`src/rtl/morse_pkg.sv`:
```
// Morse sequencer shared types: state enum, code constants, unit counts and the letter pattern table.
// Patterns are left-aligned in 4 bits (element 0 at bit 3), 1 = dash, 0 = dot.
package morse_pkg;

    typedef enum logic [2:0] {
        IDLE,
        LOAD,
        MARK,
        SPACE,
        LGAP,
        WGAP
    } morse_state_t;

    localparam logic [4:0] MORSE_SPACE       = 5'd26;
    localparam logic [4:0] MORSE_LAST_LETTER = 5'd25;

    localparam int MORSE_DOT_U  = 1;
    localparam int MORSE_DASH_U = 3;
    localparam int MORSE_LGAP_U = 3;
    localparam int MORSE_WGAP_U = 4;

    typedef struct packed {
        logic [2:0] len;
        logic [3:0] bits;
    } morse_pat_t;

    function automatic morse_pat_t morse_lookup(input logic [4:0] code);
        morse_pat_t p;
        case (code)
            5'd0:    p = {3'd2, 4'b0100};  // A .-
            5'd1:    p = {3'd4, 4'b1000};  // B -...
            5'd2:    p = {3'd4, 4'b1010};  // C -.-.
            5'd3:    p = {3'd3, 4'b1000};  // D -..
            5'd4:    p = {3'd1, 4'b0000};  // E .
            5'd5:    p = {3'd4, 4'b0010};  // F ..-.
            5'd6:    p = {3'd3, 4'b1100};  // G --.
            5'd7:    p = {3'd4, 4'b0000};  // H ....
            5'd8:    p = {3'd2, 4'b0000};  // I ..
            5'd9:    p = {3'd4, 4'b0111};  // J .---
            5'd10:   p = {3'd3, 4'b1010};  // K -.-
            5'd11:   p = {3'd4, 4'b0100};  // L .-..
            5'd12:   p = {3'd2, 4'b1100};  // M --
            5'd13:   p = {3'd2, 4'b1000};  // N -.
            5'd14:   p = {3'd3, 4'b1110};  // O ---
            5'd15:   p = {3'd4, 4'b0110};  // P .--.
            5'd16:   p = {3'd4, 4'b1101};  // Q --.-
            5'd17:   p = {3'd3, 4'b0100};  // R .-.
            5'd18:   p = {3'd3, 4'b0000};  // S ...
            5'd19:   p = {3'd1, 4'b1000};  // T -
            5'd20:   p = {3'd3, 4'b0010};  // U ..-
            5'd21:   p = {3'd4, 4'b0001};  // V ...-
            5'd22:   p = {3'd3, 4'b0110};  // W .--
            5'd23:   p = {3'd4, 4'b1001};  // X -..-
            5'd24:   p = {3'd4, 4'b1011};  // Y -.--
            5'd25:   p = {3'd4, 4'b1100};  // Z --..
            default: p = {3'd0, 4'b0000};
        endcase
        return p;
    endfunction

endpackage

```
`src/rtl/morse_char_fifo.sv`:
```
// Synchronous FIFO: write visible to the reader one cycle after push; rd_dat is the head, shown combinationally.
// Backpressure via registered full; pushes while full are ignored, flush empties it on the next edge.
module morse_char_fifo #(
    parameter int DEPTH = 8,
    parameter int WIDTH = 5
) (
    input  logic                     clock,
    input  logic                     reset,
    input  logic                     push,
    input  logic                     pop,
    input  logic                     flush,
    input  logic [WIDTH-1:0]         wr_dat,
    output logic [WIDTH-1:0]         rd_dat,
    output logic                     full,
    output logic                     empty,
    output logic [$clog2(DEPTH):0]   count
);
    localparam int AW = $clog2(DEPTH);
    localparam logic [AW:0] PTR_ONE  = {{AW{1'b0}}, 1'b1};
    localparam logic [AW:0] FULL_CNT = {1'b1, {AW{1'b0}}};

    logic [WIDTH-1:0] mem_q [DEPTH];
    logic [AW:0]      wr_ptr_q, wr_ptr_d, rd_ptr_q, rd_ptr_d;
    logic             full_q, full_d;
    logic             do_push, do_pop;

    assign empty   = (wr_ptr_q == rd_ptr_q);
    assign do_push = push && !full_q && !flush;
    assign do_pop  = pop && !empty && !flush;

    always_comb begin
        wr_ptr_d = wr_ptr_q;
        rd_ptr_d = rd_ptr_q;
        if (flush) begin
            wr_ptr_d = '0;
            rd_ptr_d = '0;
        end else begin
            if (do_push) wr_ptr_d = wr_ptr_q + PTR_ONE;
            if (do_pop)  rd_ptr_d = rd_ptr_q + PTR_ONE;
        end
        full_d = ((wr_ptr_d - rd_ptr_d) == FULL_CNT);
    end

    always_ff @(posedge clock or negedge reset) begin
        if (!reset) begin
            wr_ptr_q <= '0;
            rd_ptr_q <= '0;
            full_q   <= 1'b0;
        end else begin
            wr_ptr_q <= wr_ptr_d;
            rd_ptr_q <= rd_ptr_d;
            full_q   <= full_d;
        end
    end

    always_ff @(posedge clock) begin
        if (do_push) mem_q[wr_ptr_q[AW-1:0]] <= wr_dat;
    end

    assign rd_dat = mem_q[rd_ptr_q[AW-1:0]];
    assign full   = full_q;
    assign count  = wr_ptr_q - rd_ptr_q;
endmodule

```
`src/rtl/morse_sequencer.sv`:
```
// Morse playback scheduler: queued letter codes become timed buzz marks; first mark 2 cycles after the write.
// char_ready drops while the queue is full (overflow pulse on a refused offer); MORSE_SEQ_ABORT_EN adds an abort input.
module morse_sequencer #(
    parameter int UNIT_CYCLES = 2500000,
    parameter int FIFO_DEPTH  = 8
) (
    input  logic                          clock,
    input  logic                          reset,
    input  logic                          char_valid,
    input  logic [4:0]                    char_code,
    output logic                          char_ready,
    output logic                          overflow,
    output logic                          buzz,
    output logic                          busy,
    output logic [$clog2(FIFO_DEPTH):0]   fifo_count
`ifdef MORSE_SEQ_ABORT_EN
    ,
    input  logic                          abort
`endif
);
    import morse_pkg::*;

    localparam int CW = $clog2(UNIT_CYCLES);

    morse_state_t  state_q, state_d;
    logic [CW-1:0] cyc_q, cyc_d;
    logic [2:0]    units_q, units_d;
    morse_pat_t    pat_q, pat_d;
    logic [1:0]    idx_q, idx_d;
    logic          buzz_q, buzz_d, ovf_q, ovf_d;
    logic          abort_w, push, pop, full, empty;
    logic          unit_end, interval_done;
    logic [2:0]    dur;
    logic [4:0]    head;

`ifdef MORSE_SEQ_ABORT_EN
    assign abort_w = abort;
`else
    assign abort_w = 1'b0;
`endif

    assign push  = char_valid && !full && !abort_w;
    assign ovf_d = char_valid && full && !abort_w;

    morse_char_fifo #(.DEPTH(FIFO_DEPTH), .WIDTH(5)) u_fifo (
        .clock  (clock),
        .reset  (reset),
        .push   (push),
        .pop    (pop),
        .flush  (abort_w),
        .wr_dat (char_code),
        .rd_dat (head),
        .full   (full),
        .empty  (empty),
        .count  (fifo_count)
    );

    always_comb begin
        case (state_q)
            MARK:    dur = pat_q.bits[2'd3 - idx_q] ? 3'(MORSE_DASH_U) : 3'(MORSE_DOT_U);
            LGAP:    dur = 3'(MORSE_LGAP_U);
            WGAP:    dur = 3'(MORSE_WGAP_U);
            default: dur = 3'(MORSE_DOT_U);
        endcase
    end

    assign unit_end      = (cyc_q == CW'(UNIT_CYCLES - 1));
    assign interval_done = unit_end && (units_q == dur - 3'd1);

    always_comb begin
        state_d = state_q;
        pat_d   = pat_q;
        idx_d   = idx_q;
        pop     = 1'b0;
        case (state_q)
            // An empty-queue write is taken straight to LOAD so the mark starts two cycles later.
            IDLE: if (!empty || push) state_d = LOAD;
            LOAD: begin
                pop   = 1'b1;
                pat_d = morse_lookup(head);
                idx_d = 2'd0;
                if (head <= MORSE_LAST_LETTER) state_d = MARK;
                else if (head == MORSE_SPACE)  state_d = WGAP;
                else                           state_d = IDLE;
            end
            MARK: if (interval_done)
                state_d = (({1'b0, idx_q} + 3'd1) < pat_q.len) ? SPACE : LGAP;
            SPACE: if (interval_done) begin
                idx_d   = idx_q + 2'd1;
                state_d = MARK;
            end
            LGAP, WGAP: if (interval_done) state_d = IDLE;
            default: state_d = IDLE;
        endcase
        if (abort_w) state_d = IDLE;

        cyc_d   = cyc_q;
        units_d = units_q;
        if (state_d != state_q || state_q == IDLE) begin
            cyc_d   = '0;
            units_d = '0;
        end else if (unit_end) begin
            cyc_d   = '0;
            units_d = units_q + 3'd1;
        end else begin
            cyc_d = cyc_q + CW'(1);
        end

        buzz_d = (state_d == MARK);
    end

    always_ff @(posedge clock or negedge reset) begin
        if (!reset) begin
            state_q <= IDLE;
            cyc_q   <= '0;
            units_q <= '0;
            pat_q   <= '0;
            idx_q   <= '0;
            buzz_q  <= 1'b0;
            ovf_q   <= 1'b0;
        end else begin
            state_q <= state_d;
            cyc_q   <= cyc_d;
            units_q <= units_d;
            pat_q   <= pat_d;
            idx_q   <= idx_d;
            buzz_q  <= buzz_d;
            ovf_q   <= ovf_d;
        end
    end

    assign buzz       = buzz_q;
    assign overflow   = ovf_q;
    assign char_ready = !full;
    assign busy       = (state_q != IDLE) || !empty;
endmodule
```
`config.mk`:
```
export PLATFORM = sky130hd
export DESIGN_NAME = morse_sequencer
export DESIGN_NICKNAME = d
export VERILOG_FILES = /design/src/rtl/morse_pkg.sv /design/src/rtl/morse_char_fifo.sv /design/src/rtl/morse_sequencer.sv
export SDC_FILE = /design/constraint.sdc
export NUM_CORES = 1
export LEC_CHECK = 0
export ABC_AREA = 1
export ABC_CLOCK_PERIOD_IN_PS = 3400
export CORE_MARGIN = 1
export CORE_UTILIZATION = 60
export DETAILED_ROUTE_END_ITERATION = 10
export PLACE_DENSITY_LB_ADDON = 0.25
export RECOVER_POWER = 50
export SLEW_MARGIN = 0
export SYNTH_ARGS = -nofsm -noshare
export SYNTH_HDL_FRONTEND = slang
export SYNTH_SLANG_ARGS = --single-unit
```
`constraint.sdc`:
```
create_clock -name clock -period 3.4 [get_ports clock]
set_input_delay 0.68 -clock clock [delete_from_list [all_inputs] [get_ports clock]]
set_output_delay 0.68 -clock clock [all_outputs]
set_load 0.02 [all_outputs]
```
==> results.yml <==
status:
  status: "complete, but fails checks"
  failed_checks: "max-capacitance violations, max-slew violations"
synth:
  yosysTopAreaCellShare_pct: 23.6
  ys_types: 38
  ys_seq_area_share_pct: 47.2
  yosys_warnings: 0
  synth_top_cell_by_area: "dfrtp_1"
  synthesis.nets: 622
  synthCells: 594
  ys_ff_latch: 88
  syn_area_sq_mm: 0.00509
  synthTopCellsByArea: "dfrtp_1, edfxtp_1, nand2_1"
  avgSynthCellArea_sq_um: 8.57
pwr:
  leakagePower_nw: 2.45
  seqPwrFrac_pct: 29.7
  p_int_mw: 2.54
  power.total_mw: 4.77
  pwr-share-comb_pct: 56.3
  vdd_drop_max_uv: 477
  power.density_mw_per_mm2: 868
  clockPowerShare_pct: 14.0
  p_switching_mw: 2.24
  p_sw_share_pct: 46.9
floorplanning:
  die_area_sq_mm: 0.00886
  core-area_sq_mm: 0.00822
  rows: 33
  fp.dieW_microns: 94.1
  die_h_microns: 94.1
  pin_count: 16
  initial_core_util_pct: 61.9
worst_setup_path:
  reg2reg_to: "u_fifo.full$_DFF_PN0_"
  reg2reg_from: "u_fifo.rd_ptr_q[2]$_DFF_PN0_"
  critPathCaptureType: "output pin"
  worst_path_largest_cell_delay_ns: 0.62
  path_buf_inv: 2
  cpMaxStageDelayCell: "clkdlybuf4s50_1"
  r2r_slack_ns: 0.39
  setup.worst_path.class: "flop to output pin"
  reg2reg_depth: 13
  crit_required_ns: 2.72
  critPathMaxFanout: 7
  crit_family: "buffers and inverters"
  worstSetupStartpointType: "flop"
  crit_path_cell_trace: "inv_2, ha_1, a21oi_1, o21ai_0, xor2_1, clkdlybuf4s50_1"
  worstPathArrival_ns: 2.42
global_route:
  antenna_found_initial: 0
  track_usage_pct: 23.9
  grt_pass1_wl_microns: 16200
  overflow: 0
  grt_pass1_vias: 3589
  grt_max_degree: 49
worst_hold_path:
  min_to: "pat_q[2]$_DFFE_PN0P_"
  hp-class: "flop to flop"
  whs_path_depth: 2
  hp-start: "pat_q[2]$_DFFE_PN0P_"
clocking:
  cts.sinks: 88
  cts.reportedPaths.clkPinSlew_ns: 0.08
  holdBufCountCts: 0
  cts_tree: "yes"
  cts-root-buf: "clkbuf_8"
  postCtsResizedCells: 0
  worst_skew_pair.late_latency_ns: 0.35
  cts_made_buffers: 9
  max-clock-path-buffers: 2
  cts.htree.levels: 3
  postCtsSetupBuffers: 0
detailed_routing:
  ant_nets: 0
  drt_iter0_drc: 188
  drt_first_pass_iters: 5
  vias: 3838
  post_drt_via_cell_ratio: 5.31
  routedWlPerCell_microns: 13.6
  drc: 0
  drt-total-wl_microns: 9800
sta:
  finalHoldViolCount: 0
  max_slew_margin_pct: -70.8
  setup_tns_ns: 0
  fin_crit_ns: 3.10
  min_period_over_period_pct: 91.2
  finalSetupViolCount: 0
  finClkSkew_ns: 0.0108
  fmax_ghz: 0.323
  worst-slew-pin-transition_ns: 2.56
  rsz0062_at_grt: "no"
  report.final.slew_viol_count: 49
placed_design:
  dp_hpwl_microns: 7150
  port_buffers: 15
  gp_congestion: 0.898
  dpl_cell_area_sq_mm: 0.00532
layout:
  fillers: 651
  diodes: 0
  nets: 641
  drive_gt1_share_pct: 9.87
  post-route-util_pct: 66.9
  areaGrowthSynthToFinish_pct: 8.04
  layout_commonest_cell: "nand2_1"
  final_cell_area_sq_mm: 0.00550
  mostFrequentLayoutCells: "nand2_1, inv_1, nor2_1, nand3_1, dfrtp_1"
job:
  maxCapViolCount: 1
sequential cells by signal, summed over array words and instances (netlist names):
signal	flops
u_fifo.full	1
idx_q	2
u_fifo.mem_q	40
cyc_q	22
overflow	1
units_q	3
state_q	3
pat_q	7
buzz	1
u_fifo.wr_ptr_q	4
u_fifo.rd_ptr_q	4
Yosys cell counts:
cell / number
nor2_2: 3
nor2_4: 23
ha_1: 19
nand3_2: 1
clkbuf_1: 4
xor2_1: 15
nor3_1: 10
o21ai_0: 27
o211ai_1: 2
dfrtp_1: 48
buf_12: 2
nand3b_1: 1
or2_2: 3
buf_4: 2
o21bai_1: 4
a21oi_1: 11
nand2_1: 133
nand2_2: 8
nor4_1: 3
nor2_1: 51
fa_1: 1
a22oi_1: 1
nand4_1: 10
a211oi_1: 1
inv_2: 3
o22a_1: 1
edfxtp_1: 40
mux2i_1: 1
nand2_4: 1
nand3_1: 51
a31oi_1: 3
o21ai_1: 3
buf_2: 3
xnor2_1: 6
or2_1: 1
buf_6: 2
inv_1: 95
a211o_1: 1
area by class of cell:
type | count | area, sq um | area share (%)
Clock inverter | 3 | 23.8 | 0.432
Sequential cell | 88 | 2400 | 43.7
Timing Repair Buffer | 21 | 201 | 3.66
Tap cell | 105 | 131 | 2.39
Clock buffer | 13 | 160 | 2.91
Multi-Input combinational cell | 395 | 2210 | 40.2
Inverter | 98 | 368 | 6.69
power groups by stage:
stage	sequential (mW)	clock, mW	combinational, mW
after global routing	1.44	0.742	2.98
final	1.42	0.671	2.69
after global placement	1.43	0	2.59
after detailed placement	1.44	0	2.66
after CTS	1.41	0.681	2.67
after floorplan	1.42	0	2.09
logic make-up (layout without fill, tap and decap cells):
family | after synthesis | in the layout | synth area share (%)
AOI/OAI and AO/OA | 54 | 54 | 5.92
xor gates and xnor gates | 21 | 21 | 3.61
adders and majority gates | 20 | 20 | 5.06
buffers and inverters | 111 | 135 | 9.34
DFF | 88 | 88 | 47.2
muxes | 1 | 1 | 0.197
and+or+nand+nor | 299 | 299 | 28.7
worst max-delay path by stage:
stage                                      start                     end  slack (ns)  cells past startpoint
finish              u_fifo.rd_ptr_q[2]$_DFF_PN0_           fifo_count[3]        0.30                      6
global route        u_fifo.rd_ptr_q[2]$_DFF_PN0_   u_fifo.full$_DFF_PN0_        0.14                     14
CTS                 u_fifo.rd_ptr_q[2]$_DFF_PN0_           fifo_count[3]        0.32                      6
detailed placement          state_q[2]$_DFF_PN0_  units_q[2]$_DFFE_PN0P_        0.41                     18
global placement            state_q[2]$_DFF_PN0_     cyc_q[21]$_DFF_PN0_        0.59                     18
floorplan           u_fifo.rd_ptr_q[1]$_DFF_PN0_   u_fifo.full$_DFF_PN0_        0.78                     14
routing by layer:
layer  vias to the layer above  wire [microns]  share of wire, %  track usage, %
li1                       1942               -                 -               -
met1                      1775            4350                44            30.5
met2                       102            4900                50            40.0
met3                        19             361               3.7            4.29
met4                         0             191               1.9            9.62
met5                         -               0                 0               0
worst reg2reg max path, stage by stage (launching register included):
cell,delay [ns]
dfrtp_1,0.48
inv_2,0.13
ha_1,0.38
nand4_1,0.17
nand2_1,0.15
o21ai_0,0.27
inv_1,0.09
ha_1,0.32
inv_1,0.06
o21bai_1,0.22
a21oi_1,0.12
xnor2_1,0.15
or2_2,0.29
a21oi_1,0.13
per-stage QoR:
stage                     std cells  setup WS (ns)  hold WS [ns]
after floorplan                 594          0.781         0.384
after global placement          707          0.586         0.469
after detailed placement        707          0.412         0.462
after CTS                       723          0.321         0.490
after global routing            723          0.141         0.500
final                           723          0.300         0.492
Power figures use the tool's default switching activity.
